$ cat src/rtl/booth_pkg.sv
// Shared types and Booth radix-4 recode table for the sequential multiplier.
package booth_pkg;

    typedef enum logic [1:0] {
        IDLE = 2'd0,
        RUN  = 2'd1,
        DONE = 2'd2
    } booth_state_t;

    // One recoded Booth digit: magnitude select (x1 / x2) and sign.
    typedef struct packed {
        logic single;
        logic dbl;
        logic neg;
    } booth_digit_t;

    localparam booth_digit_t DIG_ZERO = '{single: 1'b0, dbl: 1'b0, neg: 1'b0};
    localparam booth_digit_t DIG_POS1 = '{single: 1'b1, dbl: 1'b0, neg: 1'b0};
    localparam booth_digit_t DIG_POS2 = '{single: 1'b0, dbl: 1'b1, neg: 1'b0};
    localparam booth_digit_t DIG_NEG2 = '{single: 1'b0, dbl: 1'b1, neg: 1'b1};
    localparam booth_digit_t DIG_NEG1 = '{single: 1'b1, dbl: 1'b0, neg: 1'b1};

    // Indexed by the window {L[1], L[0], q}; entry 7 first.
    localparam logic [7:0][2:0] RECODE_TBL = {
        DIG_ZERO,   // 111
        DIG_NEG1,   // 110
        DIG_NEG1,   // 101
        DIG_NEG2,   // 100
        DIG_POS2,   // 011
        DIG_POS1,   // 010
        DIG_POS1,   // 001
        DIG_ZERO    // 000
    };

    function automatic booth_digit_t booth_recode(input logic [2:0] win);
        return booth_digit_t'(RECODE_TBL[win]);
    endfunction

endpackage

$ cat src/rtl/booth_r4_pp_gen.sv
// Booth radix-4 partial-product generator: selects 0/M/2M and inverts for
// negative digits; the +1 of the two's complement is the adder carry-in.
module booth_r4_pp_gen
    import booth_pkg::*;
#(
    parameter int unsigned N = 32
) (
    input  logic [2:0]   win_i,
    input  logic [N+1:0] m_i,
    output booth_digit_t digit_o,
    output logic [N+1:0] pp_o
);

    logic [N+1:0] sel;

    // Recode the window, pick the magnitude, apply the sign by inversion.
    always_comb begin
        digit_o = booth_recode(win_i);
        sel     = '0;
        if (digit_o.single) begin
            sel = m_i;
        end else if (digit_o.dbl) begin
            sel = {m_i[N:0], 1'b0};
        end
        pp_o = digit_o.neg ? ~sel : sel;
    end

endmodule

$ cat src/rtl/booth_r4_seq_mult.sv
// Iterative signed radix-4 Booth multiplier, one Booth digit per clock,
// valid/ready on both sides. Result appears N/2+1 cycles after acceptance.
module booth_r4_seq_mult
    import booth_pkg::*;
#(
    parameter int unsigned N = 32
) (
    input  logic           clk,
    input  logic           rst_n,
    input  logic           in_valid,
    output logic           in_ready,
    input  logic [N-1:0]   A,
    input  logic [N-1:0]   B,
    output logic           out_valid,
    input  logic           out_ready,
    output logic [2*N-1:0] P,
    output logic           O
);

    localparam int unsigned W     = N + 2;
    localparam int unsigned HALF  = N / 2;
    localparam int unsigned CNT_W = $clog2(HALF + 1);

    booth_state_t state_q, state_d;

    logic [W-1:0]     m_q, m_d;
    logic [W-1:0]     h_q, h_d;
    logic [N-1:0]     l_q, l_d;
    logic             q_q, q_d;
    logic [CNT_W-1:0] cnt_q, cnt_d;

    logic             in_ready_q, in_ready_d;
    logic             out_valid_q, out_valid_d;
    logic [2*N-1:0]   p_q, p_d;
    logic             o_q, o_d;

    logic             accept;
    logic             consume;
    logic             last_iter;
    booth_digit_t     digit;
    logic [W-1:0]     pp;
    logic             cin;
    logic [W-1:0]     t_sum;
    logic [2*N-1:0]   prod;
    logic [N:0]       prod_top;

    assign accept    = (state_q == IDLE) && in_valid && in_ready_q;
    assign consume   = (state_q == DONE) && out_valid_q && out_ready;
    assign last_iter = (cnt_q == CNT_W'(HALF - 1));

    booth_r4_pp_gen #(
        .N(N)
    ) u_pp_gen (
        .win_i  ({l_q[1:0], q_q}),
        .m_i    (m_q),
        .digit_o(digit),
        .pp_o   (pp)
    );

    // A zero digit never needs the two's-complement carry.
    assign cin      = digit.neg & (digit.single | digit.dbl);
    assign t_sum    = h_q + pp + W'(cin);
    assign prod     = {h_q[N-1:0], l_q};
    assign prod_top = prod[2*N-1:N-1];

    // FSM state register.
    always_ff @(posedge clk or negedge rst_n) begin
        if (!rst_n) begin
            state_q <= IDLE;
        end else begin
            state_q <= state_d;
        end
    end

    // FSM next-state logic.
    always_comb begin
        state_d = state_q;
        case (state_q)
            IDLE: if (accept)    state_d = RUN;
            RUN:  if (last_iter) state_d = DONE;
            DONE: if (consume)   state_d = IDLE;
            default:             state_d = IDLE;
        endcase
    end

    // FSM output logic: next values of the registered handshake and result.
    always_comb begin
        in_ready_d  = (state_d == IDLE);
        out_valid_d = 1'b0;
        p_d         = p_q;
        o_d         = o_q;
        if (state_q == DONE) begin
            if (!out_valid_q) begin
                out_valid_d = 1'b1;
                p_d         = prod;
                o_d         = ~((&prod_top) | ~(|prod_top));
            end else begin
                out_valid_d = ~out_ready;
            end
        end
    end

    // Datapath: operand capture, then one add-and-shift-by-2 per RUN cycle.
    always_comb begin
        m_d   = m_q;
        h_d   = h_q;
        l_d   = l_q;
        q_d   = q_q;
        cnt_d = cnt_q;
        if (accept) begin
            m_d   = {{2{A[N-1]}}, A};
            h_d   = '0;
            l_d   = B;
            q_d   = 1'b0;
            cnt_d = '0;
        end else if (state_q == RUN) begin
            h_d   = {{2{t_sum[W-1]}}, t_sum[W-1:2]};
            l_d   = {t_sum[1:0], l_q[N-1:2]};
            q_d   = l_q[1];
            cnt_d = cnt_q + CNT_W'(1);
        end
    end

    // Datapath and output registers.
    always_ff @(posedge clk or negedge rst_n) begin
        if (!rst_n) begin
            m_q         <= '0;
            h_q         <= '0;
            l_q         <= '0;
            q_q         <= 1'b0;
            cnt_q       <= '0;
            in_ready_q  <= 1'b1;
            out_valid_q <= 1'b0;
            p_q         <= '0;
            o_q         <= 1'b0;
        end else begin
            m_q         <= m_d;
            h_q         <= h_d;
            l_q         <= l_d;
            q_q         <= q_d;
            cnt_q       <= cnt_d;
            in_ready_q  <= in_ready_d;
            out_valid_q <= out_valid_d;
            p_q         <= p_d;
            o_q         <= o_d;
        end
    end

    assign in_ready  = in_ready_q;
    assign out_valid = out_valid_q;
    assign P         = p_q;
    assign O         = o_q;

endmodule

$ cat config.mk
export PLATFORM = sky130hd
export DESIGN_NAME = booth_r4_seq_mult
export DESIGN_NICKNAME = d
export VERILOG_FILES = /design/src/rtl/booth_pkg.sv /design/src/rtl/booth_r4_pp_gen.sv /design/src/rtl/booth_r4_seq_mult.sv
export SDC_FILE = /design/constraint.sdc
export NUM_CORES = 1
export LEC_CHECK = 0
export BUFFER_PORTS_ARGS = -buffer_cell sky130_fd_sc_hd__buf_2
export CELL_PAD_IN_SITES_DETAIL_PLACEMENT = 0
export CELL_PAD_IN_SITES_GLOBAL_PLACEMENT = 2
export CORE_ASPECT_RATIO = 1.4
export CORE_MARGIN = 2
export CORE_UTILIZATION = 30
export DETAILED_ROUTE_END_ITERATION = 7
export PLACE_DENSITY = 0.69
export SYNTH_ARGS = -nofsm -noshare
export SYNTH_HDL_FRONTEND = slang
export SYNTH_SLANG_ARGS = --single-unit
$ cat constraint.sdc
create_clock -name clk -period 12.21 [get_ports clk]
set_input_delay 1.221 -clock clk [delete_from_list [all_inputs] [get_ports clk]]
set_output_delay 1.221 -clock clk [all_outputs]
set_load 0.1 [all_outputs]
* Word-level counts from Yosys, hierarchy flattened
Memory sizes are Yosys's and may differ from the RTL's.
Cells that the tools add are included.
** Word-level totals
- Memories :: 1
- Input port bits :: 68
- Register bits :: 173
- ROM bits :: 24
- Logic and storage cells :: 54
- Bits in latches :: 0
- Bits in writable memories :: 0
** Memory list
- (name not given) :: words 8, width 3, rd ports 1, clocked after memory_dff 0, write ports 0, line booth_pkg.sv:36 : return booth_digit_t'(RECODE_TBL[win]);
** Operators by class
- Multipliers :: 0
- Reduce and logical (&&, ||, !) cells :: 10
- Shifts and indexed selects :: 0
- $lt $le $gt $ge :: 1
- Mux-type cells :: 18
- Eq/ne operators :: 3
- Bitwise gates (word level) :: 8
- Div/mod/pow operators :: 0
- Add/sub/neg operators :: 3
** Operators by type and width (count)
- 34-bit 2-to-1 mux :: 5
- 32-bit 2-to-1 mux :: 2
- 34-bit by 1-bit adder with 34-bit output :: 1
- 34-bit adder :: 1
- 34-bit NOT :: 1
- 33-bit AND reduction :: 1
- 33-bit OR reduction :: 1
- 5-bit 2-to-1 mux :: 2
- 2-bit 2-to-1 mux :: 3
- 2-bit case mux with 3 select lines :: 1
- 5-bit by 1-bit adder with 5-bit output (second input constant) :: 1
- 5-bit by 4-bit equality test with 1-bit output (second input constant) :: 1
- 1-bit logical AND :: 4
- 2-bit zero test :: 2
- 3-bit by 4-bit < comparator with 1-bit output (second input constant) :: 1
- 1-bit 2-to-1 mux :: 4
- 1-bit NOT :: 4
- 3-bit 2-to-1 mux :: 1
- 2-bit by 1-bit equality test with 1-bit output (second input constant) :: 1
- 2-bit equality test (second input constant) :: 1
- 1-bit OR :: 2
- 2-bit AND reduction :: 1
- 2-bit nonzero test :: 1
- 1-bit AND :: 1

* Logic depth before layout (Yosys ltp)
Gate-level depths: netlist of run 1.
- Word-level depth :: 10
- Gate-level depth with buffers :: 18

* By module
Synthesis of run 1 repeated with hierarchy kept, for this count alone.
** Unflattened totals
- Cells, all modules :: 887
- Area total of the unflattened synthesis :: 9350.2 um2
** By module, submodules not included
- booth_r4_seq_mult :: cells an instance 728, instances 1, area an instance 8259.2 um2
- booth_r4_pp_gen :: cells an instance 159, instances 1, area an instance 1091.0 um2

* Least setup slack after synthesis of run 1
No wires, ideal clock.
- Path kind :: register to register
- Start point :: register l_q[0]
- End point :: register h_q[28]
- Slack :: 8.207 ns
- Clock period less this slack :: 4.003 ns
- Arrival time :: 3.871 ns
- Path buffers :: 2
- Cell stages (with the launch flop) :: 18
- Setup time :: 0.132 ns
- Path through :: dfrtp_1 -> ha_1 -> nand2b_1 -> clkbuf_1 -> buf_1 -> xor2_1 -> fa_1 -> inv_1 -> fa_1 -> nor2b_4 -> o2111ai_1 -> a31oi_2 -> a221oi_2 -> o21ai_4 -> a41o_1 -> a221oi_2 -> xor2_1 -> o21ai_1
** On the way
- Cells in the longest elaborated chain, start to end :: 10
** RTL lines
- from (decl) :: line booth_r4_seq_mult.sv:28 : logic [N-1:0] l_q, l_d;
- from (signal assigned) :: line booth_r4_seq_mult.sv:139 : l_q <= l_d;
- memory 8 x 3 bit *
- 3-bit 2-to-1 mux (not written as such) * :: line booth_pkg.sv:36
- 34-bit 2-to-1 mux :: line booth_r4_pp_gen.sv:22 : end else if (digit_o.dbl) begin
- 34-bit 2-to-1 mux :: line booth_r4_pp_gen.sv:20 : if (digit_o.single) begin
- 34-bit NOT :: line booth_r4_pp_gen.sv:25 : pp_o = digit_o.neg ? ~sel : sel;
- 34-bit 2-to-1 mux :: line booth_r4_pp_gen.sv:25
- 34-bit adder :: line booth_r4_seq_mult.sv:62 : assign t_sum = h_q + pp + W'(cin);
- 34-bit by 1-bit adder with 34-bit output * :: line booth_r4_seq_mult.sv:62
- 34-bit 2-to-1 mux * :: line booth_r4_seq_mult.sv:116 : end else if (state_q == RUN) begin
- 34-bit 2-to-1 mux * :: line booth_r4_seq_mult.sv:110 : if (accept) begin
- to (signal assigned) :: line booth_r4_seq_mult.sv:128 : h_q <= '0;
- to (signal assigned) :: line booth_r4_seq_mult.sv:138 : h_q <= h_d;
- to (decl) :: line booth_r4_seq_mult.sv:27 : logic [W-1:0] h_q, h_d;
Every way passes the cells marked *; elsewhere a longest branch is shown, timed or not. The select of a mux whose other input is x is not followed.
A chain may end at the register's enable or synchronous reset.

* Worst setup path in the final report of run 1
- Start point :: register l_q[0]
- End point :: register h_q[30]
Same word-level chain as after synthesis.

==> key figures, run 1 <==
Critical path
  – Crit Path Max Fanout: 35
  – Worst r2r src: l_q[0]$_DFFE_PN0P_
  – Cell family with the largest share of critical-path delay: compound AO/OA/AOI/OAI gates
  – Reg2reg setup slack: between 7 and 8 ns
  – Reg2reg path depth: 16
  – Crit-path slowest cell: nor2_1
  – WS Path Type: reg -> reg
  – Crit-path cells: inv_1, ha_1, nor2_1, a22o_1, xnor2_1, inv_1, fa_1, nor2b_4, o2111ai_1, a31oi_2, a221oi_2, o21ai_4, o31ai_2, o31a_1, or4_1, nand4_1
  – CP Capture Type: flip-flop
  – Worst EP arrival: 5.41 ns
  – Most used cell, CP: inv_1
  – Slowest stage delay, CP: around 0.88 ns
  – CP Launch Type: flip-flop
  – R2R Path End: h_q[30]$_DFFE_PN0P_
  – Worst path bufs/invs: 2
  – Req. time, crit path: 12.58 ns

Route
  – Antenna viol nets, final: 0
  – Vias per inst: ~5.0
  – Drt initial violations: slightly below 300
  – Via Count: between 7,000 and 8,000
  – Final wirelength: 26.1 mm
  – DRC: 0
  – Drt first pass iters: 4
  – Wirelength per Cell: 18.3 um

Die
  – # IOs: 135
  – Die Height: 209 um
  – Initial Util: 0.303
  – Full die area: 31,600 um^2
  – Core outline area: between 20,000 and 30,000 um^2
  – Die W: approximately 150 um
  – Row Count: 75

STA
  – Pins over their slew limit: 0
  – Max transition margin: 0.314
  – Fin Clk Skew: 0.0114 ns
  – Hold Vio Cnt, Final: 0
  – Setup TNS: 0 ns
  – Hold Worst Slack: ~0.49 ns
  – Final Setup Violations: 0
  – Achievable Freq: 198 MHz
  – Crit share post-route: 0.413
  – Slew @ Worst Pin: 1.03 ns
  – Final worst path period need: slightly above 5 ns
  – RSZ-0062 raised after global routing: no

GRT
  – Met1 Use GR: 0.210
  – Grt peak-use layer: met2
  – First-pass GRT wire length: 41.3 mm
  – Vias in the first global route: 7,220
  – Met3 usage: 0.0285
  – Largest net degree at the start of global routing: 72
  – Met2 Use GR: 0.294
  – Initial antenna violation count: 0
  – Grt total ovfl: 0
  – Total GRT Usage: 0.171

Clocking
  – Cts repair resizes: 0
  – Hold_buf cts: 0
  – CTS buffer count: 17
  – CTS Root Cell: clkbuf_16
  – CTS tree: built
  – H-Tree Depth: 4
  – Worst-Skew Late Latency: between 0.4 and 0.5 ns
  – Post-CTS Setup Bufs: 0
  – Clock sinks: around 170
  – CTS Buffer Depth: 2
  – Clock transition at path regs: 0.07 ns

Yosys
  – Flops & latches, synth: between 150 and 200
  – EDFF count, synth: 0
  – Syn avg cell area: approximately 10 um^2
  – Asr flop ratio synth: 1.00
  – Mapped Area: around 9000 um^2
  – Mapped Nets: around 1,000
  – Syn Inst Count: a little over 900
  – Most used flip-flop cell after synthesis: dfrtp_1
  – Library cells used by synthesis: 56
  – Yosys Warn Count: 0
  – Sequential share of the synthesized area: 0.473

Finish
  – Area of the multi-input gates: about 4600 um^2
  – Synthesis-to-finish area growth: 18.5%
  – # fillers: between 3,000 and 4,000
  – N_diodes: 0
  – Seq. cell area: 4280 um^2
  – Final nets: 1,136
  – Share of cells above drive strength 1: 0.240
  – Post-route cell area: approximately 11,000 um^2

Hold path
  – Hold_sp: P[63]$_DFFE_PN0P_
  – Sink of the worst hold path: P[63]$_DFFE_PN0P_
  – Worst Hold Class: reg -> reg
  – Hold depth: 1

Place
  – # port buffers: roughly 130
  – Placed cell area: just over 10,000 um^2
  – DP HPWL: roughly 19 mm
  – Placer Congestion: ~0.82

Run
  – Max Cap Violations: 0

Outcome
  – Outcome: finished, final reports clean
-- stage by stage --
| step | utilization | setup WS, ns | instances |
|---|---|---|---|
| final | 0.359 | 7.17 | 1426 |
| after global routing | 0.359 | 6.72 | 1426 |
| after CTS | 0.359 | 7.22 | 1426 |
| after detailed placement | 0.339 | 7.28 | 1395 |
| after global placement | 0.339 | 7.30 | 1395 |
| after floorplan | - | 8.21 | 921 |
-- flip-flops by register name (all words and copies together) (netlist names), 2 cells and up --
name / cells
cnt_q: 5
l_q: 32
h_q: 32
P: 64
m_q: 32
state_q: 2
-- metal layers --
layer	part of all wire	vias to the layer above
met3	0.038	33
met1	0.42	3413
met4	0.035	0
met2	0.51	139
li1	-	3478
met5	0	-
-- synth_stat cells, types with 11 or more instances --
master / n / share of area
a21oi_1: 35 / 0.019
dfrtp_1: 170 / 0.47
nor2_1: 22 / 0.0091
nand2_1: 213 / 0.088
clkbuf_1: 48 / 0.020
xor2_1: 49 / 0.047
nand4_1: 13 / 0.0090
a31oi_1: 11 / 0.0076
xnor2_1: 12 / 0.012
o21ai_0: 17 / 0.0094
a21o_1: 14 / 0.012
ha_1: 37 / 0.051
a22oi_1: 60 / 0.050
o21ai_1: 29 / 0.016
nand3_1: 22 / 0.012
mux2_2: 61 / 0.076
-- how the worst max path moves through the flow --
stage	startpoint	to	slack (ns)	cells past startpoint
floorplan	l_q[0]$_DFFE_PN0P_	h_q[28]$_DFFE_PN0P_	8.21	17
global placement	l_q[0]$_DFFE_PN0P_	h_q[30]$_DFFE_PN0P_	7.30	16
detailed placement	l_q[0]$_DFFE_PN0P_	h_q[30]$_DFFE_PN0P_	7.28	16
CTS	l_q[0]$_DFFE_PN0P_	h_q[30]$_DFFE_PN0P_	7.22	16
global route	l_q[0]$_DFFE_PN0P_	h_q[30]$_DFFE_PN0P_	6.72	16
finish	l_q[0]$_DFFE_PN0P_	h_q[30]$_DFFE_PN0P_	7.17	16
-- cells by family after synthesis --
family          after synthesis  synth area share
flops                       171             0.473
simple gates                315             0.151
mux                          67            0.0831
buf+inv                      65            0.0274
compound gates              203             0.150
fa+ha+maj                    39            0.0556
xor+xnor                     61            0.0591
-- final cells by class --
type                       count  area share
clock buffer                  20      0.0426
inverter                      10     0.00350
tap                          385      0.0450
multi-input combinational    685       0.426
sequential                   171       0.400
clock inverter                11      0.0134
timing repair buffer         144      0.0702
-- cell usage in the layout (no fill, tap or decap), types with 3 or more instances in the layout --
cell type   instances
a211oi_1            5
a21o_1             14
a21oi_1            35
a22oi_1            60
a31oi_1            11
and3_1              6
buf_2             133
buf_4              10
bufinv_16           3
clkbuf_16          17
clkinv_2            3
clkinvlp_4          4
dfrtp_1           170
ha_1               37
inv_1              10
mux2_1              4
mux2_2             61
nand2_1           213
nand2b_1            4
nand3_1            22
nand4_1            13
nor2_1             20
nor3_1              9
nor4_1             10
o211ai_1            3
o21a_1              5
o21ai_0            17
o21ai_1            29
xnor2_1            12
xor2_1             49
Power of run 1 is left out: the tool's default activity adds up to more than one toggle a clock period on the data nets, which glitch-free logic cannot reach.
==> run 2: changes to the inputs <==
PLACE_DENSITY = 0.72   (was 0.69)
clock period = 4.05 ns   (was 12.21 ns; I/O delays follow)
==> key figures, run 2 (same netlist as run 1, synthesis figures left out) <==
Outcome
  – Outcome: finished with violations
  – Failing checks: hold timing

Clocking
  – Worst-Skew Late Latency: approximately 0.43 ns
  – CTS Buffer Depth: 2
  – Clock transition at path regs: around 0.070 ns
  – CTS tree: built
  – CTS Root Cell: clkbuf_16
  – H-Tree Depth: 4
  – CTS buffer count: 17
  – Clock sinks: between 150 and 200

STA
  – Fin Clk Skew: 0.00944 ns
  – Setup TNS: 0 ns
  – Final Setup Violations: 0
  – RSZ-0062 raised after global routing: yes
  – Achievable Freq: ~260 MHz
  – Final worst path period need: roughly 3.8 ns
  – Hold Worst Slack: -0.00159 ns
  – Crit share post-route: 0.948
  – Hold Vio Cnt, Final: 1
  – Final worst slack: approximately 0.21 ns
  – Slew @ Worst Pin: 0.926 ns
  – Max transition margin: 0.383
  – Pins over their slew limit: 0

Die
  – Full die area: between 30,000 and 40,000 um^2
  – Die W: 151 um
  – Row Count: 75
  – Die Height: 209 um
  – Initial Util: 0.303
  – Core outline area: between 20,000 and 30,000 um^2
  – # IOs: around 140

Critical path
  – CP Launch Type: flip-flop
  – Crit Path Max Fanout: 10
  – R2R Path End: h_q[30]$_DFFE_PN0P_
  – Worst r2r src: l_q[0]$_DFFE_PN0P_
  – Reg2reg setup slack: 0.21 ns
  – Worst EP arrival: approximately 4.2 ns
  – CP Capture Type: flip-flop
  – CP Launch Point: l_q[0]$_DFFE_PN0P_
  – WS Path Type: reg -> reg
  – Worst Setup EP: h_q[30]$_DFFE_PN0P_
  – Reg2reg path depth: 17
  – Req. time, crit path: around 4.4 ns

Route
  – DRC: 0
  – Antenna viol nets, final: 0
  – Drt first pass iters: 5
  – Drt initial violations: ~280
  – Wirelength per Cell: 18.6 um
  – Via Count: 7,224
  – Final wirelength: ~27 mm
  – Vias per inst: 4.99

Place
  – Placer Congestion: 0.903
  – Placed cells: ~1,400
  – Setup WS pre-CTS: -0.0950 ns
  – DP HPWL: about 20 mm
  – # port buffers: 134

Hold path
  – Worst Hold Class: in -> async

Finish
  – Final core utilization: 0.368
  – N_diodes: 0
  – Final nets: 1,156
  – Synthesis-to-finish area growth: 21.5%
  – Share of cells above drive strength 1: 0.260
  – Most frequent cells in the layout: nand2_1 (213), dfrtp_1 (170), buf_2 (133)
  – Finished Layout Cells: roughly 1,400
  – Number of flip-flops under the largest register name: 64
  – Most common library cell in the layout ignoring fill and taps: nand2_1

GRT
  – First-pass GRT wire length: ~42 mm
  – Largest net degree at the start of global routing: 81
  – Initial antenna violation count: 0
  – Grt total ovfl: 0
  – Vias in the first global route: between 7,000 and 8,000
  – Total GRT Usage: 0.173

Run
  – Max Cap Violations: 0
run 2: worst max-delay path: stages, from the launching register on:
cell and delay [ns]:
dfrtp_1 0.39, buf_4 0.14, ha_1 0.21, mux2i_2 0.22, nor2_4 0.10, a22o_1 0.24, xnor2_2 0.15, inv_1 0.08
fa_2 0.40, nor2b_4 0.13, o2111ai_1 0.15, a31oi_2 0.33, a221oi_4 0.12, o21ai_4 0.20, o31ai_2 0.10, o31a_1 0.30
or4_1 0.41, nand4_1 0.10
run 2: worst min-delay path by stage:
stage	cells past startpoint	end	slack [ns]	start
final	1	m_q[14]$_DFFE_PN0P_	-0.002	rst_n
after global routing	1	m_q[16]$_DFFE_PN0P_	0.07	rst_n
after CTS	1	m_q[11]$_DFFE_PN0P_	0.04	rst_n
after detailed placement	1	P[1]$_DFFE_PN0P_	0.48	P[1]$_DFFE_PN0P_
after global placement	1	P[63]$_DFFE_PN0P_	0.46	P[63]$_DFFE_PN0P_
after floorplan	0	O$_DFFE_PN0P_	0.11	rst_n
run 2: timing repair:
item,4_1_cts,5_1_grt
endpoints found under the hold margin,0,0
buffers inserted,0,1
setup endpoints to repair,5,8
gates cloned,0,1
hold buffers,0,0
pin swaps,0,2
gates resized for setup,3,12
run 2: metrics by stage:
stage               cell area [um^2]  hold slack, ns
CTS                            10900          0.0351
detailed placement             10200           0.476
global placement               10200           0.463
finish                         11000        -0.00159
floorplan                       9040           0.109
global route                   11000          0.0677
run 2: layout make-up:
cell class | instances | area, um^2
Tap cell | 385 | 482
Sequential cell | 171 | 4280
Clock inverter | 9 | 161
Timing Repair Buffer | 164 | 936
Multi-Input combinational cell | 685 | 4620
Clock buffer | 23 | 468
Inverter | 10 | 37.5
Fill cell | 3077 | 18900
run 2: per-layer routing:
metal	track usage	wire length, um	vias up
met5	0	0	-
met4	0.0828	1130	0
met3	0.0293	950	47
met2	0.297	13600	156
met1	0.208	11300	3501
li1	-	-	3520
Power of run 2 is left out for the same reason.
